### config.mk
export PLATFORM = sky130hd
export DESIGN_NAME = bullet_flat
export DESIGN_NICKNAME = d
export VERILOG_FILES = /design/src/rtl/bullet_if.sv /design/src/rtl/bullet.sv /design/src/flat_wrapper.sv
export SDC_FILE = /design/constraint.sdc
export NUM_CORES = 1
export LEC_CHECK = 0
export CORE_UTILIZATION = 32
export CTS_CLUSTER_DIAMETER = 60
export DETAILED_ROUTE_END_ITERATION = 6
export PLACE_DENSITY = 0.56
export SETUP_SLACK_MARGIN = 0.02
export SLEW_MARGIN = 20
export SYNTH_ARGS = -nofsm -noshare
export SYNTH_HDL_FRONTEND = slang
export SYNTH_SLANG_ARGS = --single-unit
### constraint.sdc
create_clock -name clk -period 4.9 [get_ports clk]
set_clock_uncertainty 0.15 [all_clocks]
set_input_delay 0.735 -clock clk [delete_from_list [all_inputs] [get_ports clk]]
set_output_delay 0.735 -clock clk [all_outputs]
set_load 0.01 [all_outputs]
### src/rtl/bullet_if.sv
// bullet_if: scan position, ship reference and player inputs to the bullet,
// plus the bullet's registered position and colour layer back out.
interface bullet_if;
   logic        video_on;
   logic [10:0] pix_x, pix_y;
   logic [10:0] ship_x, ship_y;
   logic        fire, hit;
   logic [10:0] bull_x, bull_y;
   logic        bull_on;
   logic [2:0]  rgb;
   logic        bull_active;
   modport master (
      output video_on, pix_x, pix_y, ship_x, ship_y, fire, hit,
      input  bull_x, bull_y, bull_on, rgb, bull_active
   );
   modport slave (
      input  video_on, pix_x, pix_y, ship_x, ship_y, fire, hit,
      output bull_x, bull_y, bull_on, rgb, bull_active
   );
endinterface

### src/rtl/bullet.sv
// bullet: player bullet launched from the ship nose, climbing once per frame, parked off-screen when idle.
// Define BULLET_COOLDOWN_EN to add a COOL_FRAMES-tick cooldown after every flight.
module bullet #(
   parameter int BULL_V      = 4,
   parameter int BULL_W      = 2,
   parameter int BULL_H      = 6,
   parameter int COOL_FRAMES = 8
) (
   input logic     clk,
   input logic     reset,
   bullet_if.slave b
);
   localparam logic [10:0] PARK = 11'd2047;
`ifdef BULLET_COOLDOWN_EN
   typedef enum logic [1:0] {IDLE, FLY, COOL} state_t;
   logic [3:0] cool_cnt;
`else
   typedef enum logic {IDLE, FLY} state_t;
`endif
   state_t      state;
   logic        fire_d, fire_edge, frame_tick, leave;
   logic [10:0] bull_x, bull_y, x_end, y_end;
   assign frame_tick = b.pix_y == 11'd481 && b.pix_x == 11'd0;
   assign fire_edge  = b.fire & ~fire_d;
   // hit wins over a same-cycle frame tick, so a hit bullet never moves first
   assign leave      = b.hit || (frame_tick && bull_y < 11'(BULL_V));
   always_ff @(posedge clk) begin
      if (reset) begin
         state  <= IDLE;
         bull_x <= PARK;
         bull_y <= PARK;
         fire_d <= 1'b1;
`ifdef BULLET_COOLDOWN_EN
         cool_cnt <= 4'd0;
`endif
      end else begin
         fire_d <= b.fire;
         case (state)
            IDLE: if (fire_edge) begin
               state  <= FLY;
               bull_x <= b.ship_x;
               bull_y <= b.ship_y < 11'(BULL_H) ? 11'd0 : b.ship_y - 11'(BULL_H);
            end
            FLY: if (leave) begin
`ifdef BULLET_COOLDOWN_EN
               state    <= COOL;
               cool_cnt <= 4'(COOL_FRAMES);
`else
               state    <= IDLE;
`endif
               bull_x <= PARK;
               bull_y <= PARK;
            end else if (frame_tick) bull_y <= bull_y - 11'(BULL_V);
`ifdef BULLET_COOLDOWN_EN
            COOL: if (frame_tick) begin
               cool_cnt <= cool_cnt - 4'd1;
               if (cool_cnt == 4'd1) state <= IDLE;
            end
`endif
            default: state <= IDLE;
         endcase
      end
   end
   assign x_end         = bull_x + 11'(BULL_W - 1);
   assign y_end         = bull_y + 11'(BULL_H - 1);
   assign b.bull_x      = bull_x;
   assign b.bull_y      = bull_y;
   assign b.bull_active = state == FLY;
   assign b.bull_on     = b.bull_active && b.pix_x >= bull_x && b.pix_x <= x_end &&
                          b.pix_y >= bull_y && b.pix_y <= y_end;
   assign b.rgb         = b.video_on && b.bull_on ? 3'b110 : 3'b000;
endmodule

### src/flat_wrapper.sv
// flat-port wrapper written by rule: the top's interface ports become plain ports
module bullet_flat 
#(
   parameter int BULL_V      = 4,
   parameter int BULL_W      = 2,
   parameter int BULL_H      = 6,
   parameter int COOL_FRAMES = 8
)
  (clk, reset, b_video_on, b_pix_x, b_pix_y, b_ship_x, b_ship_y, b_fire, b_hit, b_bull_x, b_bull_y, b_bull_on, b_rgb, b_bull_active);
  bullet_if b_i ();
  input logic clk;
  input logic reset;
  input wire logic [$bits(b_i.video_on)-1:0] b_video_on;
  input wire logic [$bits(b_i.pix_x)-1:0] b_pix_x;
  input wire logic [$bits(b_i.pix_y)-1:0] b_pix_y;
  input wire logic [$bits(b_i.ship_x)-1:0] b_ship_x;
  input wire logic [$bits(b_i.ship_y)-1:0] b_ship_y;
  input wire logic [$bits(b_i.fire)-1:0] b_fire;
  input wire logic [$bits(b_i.hit)-1:0] b_hit;
  output wire logic [$bits(b_i.bull_x)-1:0] b_bull_x;
  output wire logic [$bits(b_i.bull_y)-1:0] b_bull_y;
  output wire logic [$bits(b_i.bull_on)-1:0] b_bull_on;
  output wire logic [$bits(b_i.rgb)-1:0] b_rgb;
  output wire logic [$bits(b_i.bull_active)-1:0] b_bull_active;
  assign b_i.video_on = b_video_on;
  assign b_i.pix_x = b_pix_x;
  assign b_i.pix_y = b_pix_y;
  assign b_i.ship_x = b_ship_x;
  assign b_i.ship_y = b_ship_y;
  assign b_i.fire = b_fire;
  assign b_i.hit = b_hit;
  assign b_bull_x = b_i.bull_x;
  assign b_bull_y = b_i.bull_y;
  assign b_bull_on = b_i.bull_on;
  assign b_rgb = b_i.rgb;
  assign b_bull_active = b_i.bull_active;
  bullet #(.BULL_V(BULL_V), .BULL_W(BULL_W), .BULL_H(BULL_H), .COOL_FRAMES(COOL_FRAMES)) u_core (.clk(clk), .reset(reset), .b(b_i));
endmodule
==> results.md <==
- Comb pwr share: 0.458
- Initial Util: 0.339
- Hpwl dp: 7090 um
- RR Endpoint: u_core.b.bull_y[1]
- CTS root buf: clkbuf_8
- Switching fraction of total power: 0.344
- Synth Cell Area: 2840 um2
- Worst reg-to-reg setup slack: 2430 ps
- Hold depth: 2
- Min Tclk post-route: approximately 4400 ps
- Clk pwr share: 0.239
- Internal power: 0.000486 W
- IO buf count: 74
- Layout area overhead: 31.2%
- Sequential fraction of the synthesis area: 0.169
- Critical path class: reg -> out
- First-pass GRT wire length: roughly 14000 um
- TritonCTS buffer count: 3
- Hold WS: 460 ps
- CP arrival: 3550 ps
- Slew Limit Fails: 0
- WL final: 8490 um
- Via count: 2840
- Placement Cell Area: 3650 um2
- Design area: 3720 um2
- Worst-path fanout max: 9
- Ant. Diodes: 0
- Hold Path Origin: u_core.b.bull_x[9]
- Syn_area_per_cell: 8.15 um2
- Number of max-cap violations: 0
- Post-CTS setup repair buffer count: 0
- Final GP Congestion: between 0.8 and 0.9
- Reg area: 480 um2
- Net Sw Power: between 0.0002 and 0.0003 W
- R2R depth: 5
- Share of cells above drive strength 1: 0.0598
- YS warnings: 0
- Vias in the first global route: 2745
- Drt pass-1 iters: 4
- DIE WIDTH: 96.2 um
- Area leader, netlist: ha_1
- Worst-skew pair later-pin latency: 270 ps
- Vias/cell: 5.43
- Final core utilization: 0.444
- Clock sink total: 24
- Main flop type after synthesis: dfxtp_1
- CTS Hold Buffers Added: 0
- Core area: ~8400 um2
- Clk buf depth: 2
- Multi-input gate area: 2160 um2
- Initial antenna violation count: 0
- Worst Setup End Kind: output port
- Mapped Cells: 348
- Hold Path Sink: u_core.b.bull_x[9]
- Total track usage: 0.187
- Status: finished clean
- Async SR Flop Fraction: 0
- Top cells by area, synth: ha_1, dfxtp_1, xnor2_1
- Worst hold path class: reg -> reg
- CP required: 4010 ps
- Worst r2r src: u_core.b.bull_y[2]
- Power Density: 199 nW/um2
- Fin cells: 523
- DRC Markers: 0
- Fin nets: 518
- Final setup fails: 0
- Tightest Pin Transition: 803 ps
- Filler Cell Count: 839
- DRT iter0 DRCs: 114
- Yosys top cell area share: 0.220
- # resized after CTS: 0
- Cells after DPL: 519
- Post-Syn Nets: roughly 450
- Cell variety after synth: just over 70
- RSZ-0062 raised after global routing: no
- GRT overflow: 0
- CTS tree: done
- Clock transition at the registers of the reported paths: 100 ps
- Pin count of the biggest net entering global routing: 15
- I/O Pins: 76
- Relative slew slack: 0.465
- Seq pwr share: 0.303
- Final Hold Fails: 0
- Final worst-path cycle share: 0.904
- Cell Rows: 33
- Number of flops mapped to enable cells by yosys: 0
- Die area: 9250 um2
- Drt wl/cell: 16.2 um
- Fmax: 226 MHz
- Die span in y: 96.2 um
- Lkg Pwr: roughly 1.6 nW
- Antenna viol nets, final: 0
- # H-tree levels: 1
- Worst vdd ir: 108 uV
- Crit start category: flop
- Setup_tns: 0 ps
- Flops & latches, synth: 24
[worst max-delay path, cell delays in order (launching register included)]
cell	delay (ps)
dfxtp_1	500
inv_1	140
ha_1	220
a21oi_1	310
nor4_1	110
xnor2_1	140
ha_1	320
a21oi_1	160
o21ai_0	110
nor4_1	260
o32ai_1	160
nor4b_2	270
clkdlybuf4s50_1	580
[kinds of logic after synthesis]
group                    after synthesis  share of synthesized area
AO/OA/AOI/OAI                        101                      0.248
XOR/XNOR                              20                     0.0617
adder cells (fa/ha/maj)               50                      0.220
buffers and inverters                 42                     0.0701
flip-flops                            24                      0.169
multiplexers                           1                    0.00353
other                                  1                    0.00132
AND/OR/NAND/NOR                      109                      0.226
[layout by cell type, fill, tap and decap left out, types with 4 or more instances in the layout]
cell	count
clkdlybuf4s50_1	74
ha_1	50
inv_1	32
a21oi_1	26
dfxtp_1	24
xnor2_1	18
nand2_1	17
nor2_1	15
nand3_1	15
o211ai_1	15
o21ai_0	12
nand4_1	10
nor3_1	10
nor4_1	7
a211oi_1	7
o31ai_1	5
and3_1	4
[power groups by stage]
stage	Sequential [W]	Combinational (W)	Clock, W
after floorplan	0.000229	0.000215	0
after global placement	0.000229	0.000336	0
after detailed placement	0.000229	0.000338	0
after CTS	0.000225	0.000340	0.000180
after global routing	0.000227	0.000381	0.000186
final	0.000225	0.000339	0.000177
[synth_stat cells, types with 3 or more instances]
cell,n
xnor2_1,18
nor4_1,7
nor2b_1,3
ha_1,50
a21oi_1,26
buf_6,3
and3_1,4
o211ai_1,15
nand2_1,17
a211oi_1,7
nand4_1,10
o31ai_1,5
nor2_1,15
dfxtp_1,24
nor3_1,10
inv_1,32
nand3b_1,3
nand3_1,15
a31o_2,3
buf_4,3
o22ai_1,3
nor3b_1,3
o21ai_0,12
[worst max path at each step]
stage	slack [ps]	endpoint	from	cells after the start
floorplan	1060	b_rgb[2]	u_core.b.bull_y[2]	12
global placement	730	b_rgb[2]	u_core.b.bull_y[2]	12
detailed placement	610	b_rgb[1]	u_core.b.bull_y[2]	12
CTS	300	b_rgb[1]	u_core.b.bull_y[2]	12
global route	30	b_rgb[2]	u_core.b.bull_y[2]	12
finish	470	b_rgb[2]	u_core.b.bull_y[2]	12
[routing by layer]
layer,wire (um),vias to the layer above,part of all wire,global-route usage
met5,0,-,0,0
met4,28,0,0.0033,0.0299
met3,239,2,0.028,0.00790
met2,3910,48,0.46,0.309
met1,4310,1325,0.51,0.272
li1,-,1465,-,-
[layout make-up]
class / instances / area share
clock buffer: 3 / 0.0111
clock inverter: 1 / 0.00806
inverter: 32 / 0.0323
multi-input combinational: 282 / 0.581
sequential: 24 / 0.129
tap: 105 / 0.0353
timing repair buffer: 76 / 0.203
[metrics by stage]
stage	setup slack, ps	total power, W
after global placement	733	0.000565
after detailed placement	611	0.000567
final	468	0.000742
after global routing	28.4	0.000794
after CTS	298	0.000745
after floorplan	1060	0.000443
[flip-flops by register name, summed over array words and instances, names as in the netlist]
register and flops:
u_core.b.bull_x 11, u_core.b.bull_y 11, u_core.b.bull_active 1, u_core.fire_d 1
(Power assumes the default switching activity.)
